--- config.mk ---
export PLATFORM = sky130hd
export DESIGN_NAME = uart_tx_ctrl
export DESIGN_NICKNAME = d
export VERILOG_FILES = /design/src/rtl/uart_tx_pkg.sv /design/src/rtl/uart_tx_par_gen.sv /design/src/rtl/uart_tx_ctrl.sv
export SDC_FILE = /design/constraint.sdc
export NUM_CORES = 1
export LEC_CHECK = 0
export ABC_AREA = 1
export CORE_ASPECT_RATIO = 0.75
export CORE_MARGIN = 4
export CORE_UTILIZATION = 48
export DETAILED_ROUTE_END_ITERATION = 10
export GPL_TIMING_DRIVEN = 0
export PLACE_DENSITY = 0.86
export SYNTH_ARGS = -nofsm -noshare
export SYNTH_HDL_FRONTEND = slang
export SYNTH_SLANG_ARGS = --single-unit
--- constraint.sdc ---
create_clock -name CLK -period 1.35 [get_ports CLK]
set_input_delay 0.405 -clock CLK [delete_from_list [all_inputs] [get_ports CLK]]
set_output_delay 0.405 -clock CLK [all_outputs]
set_load 0.01 [all_outputs]
--- src/rtl/uart_tx_pkg.sv ---
// -----------------------------------------------------------------------------
// uart_tx_pkg
// Shared constants for the UART transmit frame sequencer:
//   - FSM state encodings (3-bit, legacy-compatible numbering IDLE=0 .. STOP=4)
//   - MUX_SEL codes naming the current source of the serial bit
//   - line-level constants for the idle and start levels of the TX line
// -----------------------------------------------------------------------------
package uart_tx_pkg;

  localparam logic [2:0] ST_IDLE   = 3'd0;
  localparam logic [2:0] ST_START  = 3'd1;
  localparam logic [2:0] ST_DATA   = 3'd2;
  localparam logic [2:0] ST_PARITY = 3'd3;
  localparam logic [2:0] ST_STOP   = 3'd4;

  localparam logic [1:0] SEL_START = 2'd0;
  localparam logic [1:0] SEL_DATA  = 2'd1;
  localparam logic [1:0] SEL_PAR   = 2'd2;
  localparam logic [1:0] SEL_STOP  = 2'd3;

  localparam logic IDLE_BIT  = 1'b1;
  localparam logic START_BIT = 1'b0;

endpackage

--- src/rtl/uart_tx_par_gen.sv ---
// -----------------------------------------------------------------------------
// uart_tx_par_gen
// Combinational parity generator for the latched transmit word.
// Ports:
//   DATA     in  WIDTH  latched data word
//   PAR_TYP  in  1      0 = even parity, 1 = odd parity
//   PAR_BIT  out 1      parity bit to place on the line
// -----------------------------------------------------------------------------
module uart_tx_par_gen #(
  parameter int WIDTH = 8
) (
  input  logic [WIDTH-1:0] DATA,
  input  logic             PAR_TYP,
  output logic             PAR_BIT
);

  // Even parity is the XOR of all bits; odd parity is its complement.
  assign PAR_BIT = (^DATA) ^ PAR_TYP;

endmodule

--- src/rtl/uart_tx_ctrl.sv ---
// -----------------------------------------------------------------------------
// uart_tx_ctrl
// UART transmit frame sequencer. CLK is the bit clock: one serial bit per cycle.
// A word is accepted on a rising edge with DATA_VALID=1 while idle (or on the
// final stop cycle, for back-to-back frames) and is sent as:
//   start(0), data LSB first, optional parity, stop(1).
// Configuration macro: UART_TX_TWO_STOP_EN -- when defined the stop bit lasts
// two cycles and back-to-back acceptance happens on the second stop cycle.
// Ports:
//   CLK        in  1      TX bit clock
//   RST        in  1      asynchronous active-high reset
//   P_DATA     in  WIDTH  parallel data to send
//   DATA_VALID in  1      P_DATA valid (single-cycle or held)
//   PAR_EN     in  1      1 = insert parity bit
//   PAR_TYP    in  1      0 = even, 1 = odd
//   TX_OUT     out 1      serial line, idle high
//   BUSY       out 1      frame in progress
//   MUX_SEL    out 2      current bit source (0 start,1 data,2 parity,3 stop/idle)
// Handshake: DATA_VALID acts as valid; the implied ready is "idle or on the last
// stop cycle". A word is taken only on an edge where both hold; otherwise
// DATA_VALID is ignored and the upstream must hold it or retry.
// -----------------------------------------------------------------------------
module uart_tx_ctrl
  import uart_tx_pkg::*;
#(
  parameter int WIDTH = 8
) (
  input  logic             CLK,
  input  logic             RST,
  input  logic [WIDTH-1:0] P_DATA,
  input  logic             DATA_VALID,
  input  logic             PAR_EN,
  input  logic             PAR_TYP,
  output logic             TX_OUT,
  output logic             BUSY,
  output logic [1:0]       MUX_SEL
);

  localparam int CNT_W = (WIDTH > 1) ? $clog2(WIDTH) : 1;
  localparam logic [CNT_W-1:0] CNT_LAST = CNT_W'(WIDTH - 1);

  logic [2:0]       state;
  logic [CNT_W-1:0] cnt;
  logic [CNT_W-1:0] cnt_nxt;
  logic [WIDTH-1:0] data_q;
  logic             par_en_q;
  logic             par_typ_q;
  logic             par_bit;
  logic             stop_last;
  logic             accept;

  uart_tx_par_gen #(.WIDTH(WIDTH)) u_par_gen (
    .DATA    (data_q),
    .PAR_TYP (par_typ_q),
    .PAR_BIT (par_bit)
  );

`ifdef UART_TX_TWO_STOP_EN
  logic stop_cnt;
  assign stop_last = stop_cnt;
`else
  assign stop_last = 1'b1;
`endif

  assign cnt_nxt = cnt + 1'b1;

  // Ready condition: idle, or the final stop cycle (back-to-back frames).
  assign accept = DATA_VALID &&
                  ((state == ST_IDLE) || ((state == ST_STOP) && stop_last));

  always_ff @(posedge CLK or posedge RST) begin
    if (RST) begin
      state     <= ST_IDLE;
      cnt       <= '0;
      data_q    <= '0;
      par_en_q  <= 1'b0;
      par_typ_q <= 1'b0;
      TX_OUT    <= IDLE_BIT;
      BUSY      <= 1'b0;
      MUX_SEL   <= SEL_STOP;
`ifdef UART_TX_TWO_STOP_EN
      stop_cnt  <= 1'b0;
`endif
    end else if (accept) begin
      // Inputs are captured here so later changes cannot disturb the frame.
      state     <= ST_START;
      cnt       <= '0;
      data_q    <= P_DATA;
      par_en_q  <= PAR_EN;
      par_typ_q <= PAR_TYP;
      TX_OUT    <= START_BIT;
      BUSY      <= 1'b1;
      MUX_SEL   <= SEL_START;
`ifdef UART_TX_TWO_STOP_EN
      stop_cnt  <= 1'b0;
`endif
    end else begin
      case (state)
        ST_IDLE: begin
          TX_OUT  <= IDLE_BIT;
          BUSY    <= 1'b0;
          MUX_SEL <= SEL_STOP;
        end
        ST_START: begin
          state   <= ST_DATA;
          cnt     <= '0;
          TX_OUT  <= data_q[0];
          MUX_SEL <= SEL_DATA;
        end
        ST_DATA: begin
          if (cnt == CNT_LAST) begin
            // The cycle just finished carried the last data bit.
            cnt <= '0;
            if (par_en_q) begin
              state   <= ST_PARITY;
              TX_OUT  <= par_bit;
              MUX_SEL <= SEL_PAR;
            end else begin
              state   <= ST_STOP;
              TX_OUT  <= IDLE_BIT;
              MUX_SEL <= SEL_STOP;
            end
          end else begin
            cnt    <= cnt_nxt;
            TX_OUT <= data_q[cnt_nxt];
          end
        end
        ST_PARITY: begin
          state   <= ST_STOP;
          TX_OUT  <= IDLE_BIT;
          MUX_SEL <= SEL_STOP;
        end
        ST_STOP: begin
          if (stop_last) begin
            state   <= ST_IDLE;
            TX_OUT  <= IDLE_BIT;
            BUSY    <= 1'b0;
            MUX_SEL <= SEL_STOP;
`ifdef UART_TX_TWO_STOP_EN
            stop_cnt <= 1'b0;
`endif
          end else begin
`ifdef UART_TX_TWO_STOP_EN
            stop_cnt <= 1'b1;
`endif
            TX_OUT <= IDLE_BIT;
          end
        end
        default: begin
          state   <= ST_IDLE;
          cnt     <= '0;
          TX_OUT  <= IDLE_BIT;
          BUSY    <= 1'b0;
          MUX_SEL <= SEL_STOP;
        end
      endcase
    end
  end

endmodule

==> flow_metrics.py <==
metrics = {
    "run_status": {
        "status": "finished, violations left",
        "violations": "negative setup slack",
    },
    "setup_path": {
        "crit_arrival_ns": 1.66,
        "worstSetupPathType": "register to register",
        "worst_setup_path_start_kind": "register",
        "cp_cell_sequence": "ha_4, inv_4, a21oi_1, o21ai_1, nand3_1, nand3_1, nand2_1, inv_1, nand2_1, a21oi_2",
        "cp_max_fo": 3,
        "cp_data_required_time_ns": 1.59,
        "critPathSlowestCell": "dfrtp_2",
        "cp_slowest_stage_delay_ns": 0.45,
        "end_kind": "register",
    },
    "logic_synthesis": {
        "syn_area_per_cell_um2": 6.852,
        "postSynthCellCount": 170,
        "yosys_warnings": 0,
        "syn_area_mm2": 0.001165,
        "ys_seq_area_share_pct": 43.29,
        "synth-seq-cells": 20,
        "synth_cell_types": 19,
        "syn-num-nets": 185,
    },
    "run": {
        "drv_cap": 0,
    },
    "min_path": {
        "hp-class": "register to register",
    },
    "global_routing": {
        "grt_pass1_wl_um": 4347,
        "gr-usage-met1_pct": 21.52,
        "antenna_found_initial": 0,
        "grt-ovfl-total": 0,
        "grt-busiest-layer": "met2",
        "use_met2_pct": 29.71,
        "use_met3_pct": 5.593,
        "grt_pass1_vias": 1017,
        "grt_max_degree": 21,
        "grt.total_usage_pct": 17.05,
    },
    "finish": {
        "postLayoutCoreUtil_pct": 63.58,
        "drive_gt1_share_pct": 17.19,
        "layoutNonFillerInstCount": 226,
        "n_antenna_cell": 0,
        "area_growth_pct": 25.99,
        "fin_nets": 208,
        "nFillCells": 215,
    },
    "clocking": {
        "htree_levels": 1,
        "clk_latency_ns": 0.30,
        "clk_pin_slew_ns": 0.11,
        "cts_sinks": 20,
        "cts_buffer_depth": 2,
        "cts_tree": "done",
        "cts-root-buf": "clkbuf_4",
        "cts_buffers": 3,
    },
    "detailed_routing": {
        "post_drt_wl_per_cell_um": 11.38,
        "antenna_left": 0,
        "dr.pass1.iters": 4,
        "drtIter0Drc": 73,
        "wirelength_um": 2573,
        "num_vias": 1093,
        "viasPerCell": 4.836,
        "drc": 0,
    },
    "timing": {
        "rsz0062_at_grt": "yes",
        "hold_viol_final": 0,
        "setup_viol": 3,
        "timing.slew.headroom_pct": 49.83,
        "drv_slew": 0,
        "timing.final.crit_share_pct": 105.0,
        "max_freq_mhz": 705.2,
        "fin_setup_tns_ns": -0.1003,
        "tightest_slew_ns": 0.7517,
        "setup_ws_ns": -0.06796,
        "finClkSkew_ns": 0.004655,
        "fin_crit_ns": 1.418,
    },
    "floorplan": {
        "start_util_pct": 50.46,
        "io-pin-count": 17,
        "rows": 15,
        "die_w_um": 64.89,
        "core_mm2": 0.002308,
        "dieHeight_um": 50.66,
        "die_area_mm2": 0.003287,
    },
    "placed_design": {
        "dp.cells": 220,
        "gp_congestion": 0.9481,
        "hpwl_um": 1959,
        "pre_cts_ws_ns": -0.2448,
        "portBuffers": 16,
    },
    "power_and_ir_drop": {
        "peakVddDrop_v": 0.001214,
        "swShare_pct": 46.28,
        "p_comb_share_pct": 55.0,
        "power_frac_clock_pct": 10.0,
        "leakage_nw": 0.7636,
        "p_per_area_mw_per_mm2": 2375,
        "power_w": 0.003486,
        "switchingPower_w": 0.001613,
        "p_seq_share_pct": 35.0,
        "intPower_w": 0.001873,
    },
}
## placed cells by master (no fill, tap or decap), drive strengths merged
cell           netlist  layout
o21ai               19      19
nand3                9       9
dfrtp               17      17
inv                 32      32
a21oi                6       6
nor2                14      14
buf                  2       8
nand2               61      61
a21boi               1       1
clkdlybuf4s50        0      12
clkbuf               0       4
clkinv               1       1
a2111oi              1       1
ha                   2       2
xnor2                1       1
nor3                 1       1
dfstp                3       3
## routing by layer
metal / up-vias / part of all wire (%)
met5: - / 0
met4: 0 / 0
met3: 0 / 5.7
met2: 29 / 48
met1: 496 / 47
li1: 568 / -
## cells in the mapped netlist
cell | n | area [um^2]
dfrtp_1 | 17 | 425.4
xnor2_1 | 1 | 8.760
nor2_4 | 1 | 11.26
nor2_1 | 13 | 48.80
buf_2 | 2 | 10.01
a2111oi_2 | 1 | 15.01
inv_2 | 2 | 7.510
nor3_1 | 1 | 5.000
ha_1 | 2 | 25.02
inv_1 | 30 | 112.6
a21boi_0 | 1 | 7.510
nand3_1 | 9 | 45.04
o21ai_0 | 19 | 95.09
nand2_2 | 1 | 6.260
clkinv_1 | 1 | 3.750
nand2_1 | 60 | 225.2
dfstp_2 | 3 | 78.83
a21oi_1 | 5 | 25.02
a21oi_2 | 1 | 8.760
## path summary, 6_finish.rpt
check	depth (start not counted)	end	slack, ns	start
min in group asynchronous	2	BUSY	0.52	RST
max in group asynchronous	2	data_q[2]	0.32	RST
min reg2reg	2	MUX_SEL[1]	0.51	MUX_SEL[1]
min	2	MUX_SEL[1]	0.51	MUX_SEL[1]
max	10	TX_OUT	-0.07	cnt[0]
max reg2reg	10	TX_OUT	-0.07	cnt[0]
## area by class of cell
cell class	instances	area, um^2	area share (%)
Buffer	2	15.01	1.023
Clock buffer	4	36.28	2.472
Inverter	33	126.4	8.610
Multi-Input combinational cell	115	565.5	38.53
Sequential cell	20	508.0	34.61
Tap cell	34	42.54	2.899
Timing Repair Buffer	18	173.9	11.85
## worst max-delay path, delay by kind of cell (launching register included)
family                     cells  cell delay (ns)
adders and majority gates      1             0.30
and+or+nand+nor                4             0.31
DFF                            1             0.45
buffers and inverters          2             0.08
AOI/OAI and AO/OA              3             0.21
## power groups by stage
stage / clock, W / sequential, W / combinational (W)
final: 0.000349 / 0.00122 / 0.00192
after global routing: 0.000396 / 0.00126 / 0.00220
after CTS: 0.000362 / 0.00121 / 0.00182
after detailed placement: 0 / 0.00121 / 0.00175
after global placement: 0 / 0.00119 / 0.00167
after floorplan: 0 / 0.00117 / 0.00129
## flip-flops by register name, summed over array words and instances (netlist names)
register / count
par_en_q: 1
par_typ_q: 1
BUSY: 1
cnt: 3
MUX_SEL: 2
data_q: 8
state: 3
TX_OUT: 1
## cells by family after synthesis
group	share of synthesized area [%]
and+or+nand+nor	29.32
DFF	43.29
AOI/OAI and AO/OA	13.00
xor gates and xnor gates	0.7520
buffers and inverters	11.49
adders and majority gates	2.148
## timing repair
item / 4_1_cts / 5_1_grt
setup buffers: 1 / 1
hold buffers: 0 / 0
pin swaps: 6 / 5
endpoints found under the hold margin: 0 / 0
setup endpoints to repair: 17 / 19
gates resized for setup: 26 / 12
## stage by stage
stage / hold slack [ns] / cell area, um^2
after floorplan: 0.3666 / 1177
after global routing: 0.5188 / 1468
after global placement: 0.4618 / 1380
final: 0.5071 / 1468
after CTS: 0.5054 / 1445
after detailed placement: 0.4742 / 1380
(Power assumes the default switching activity.)
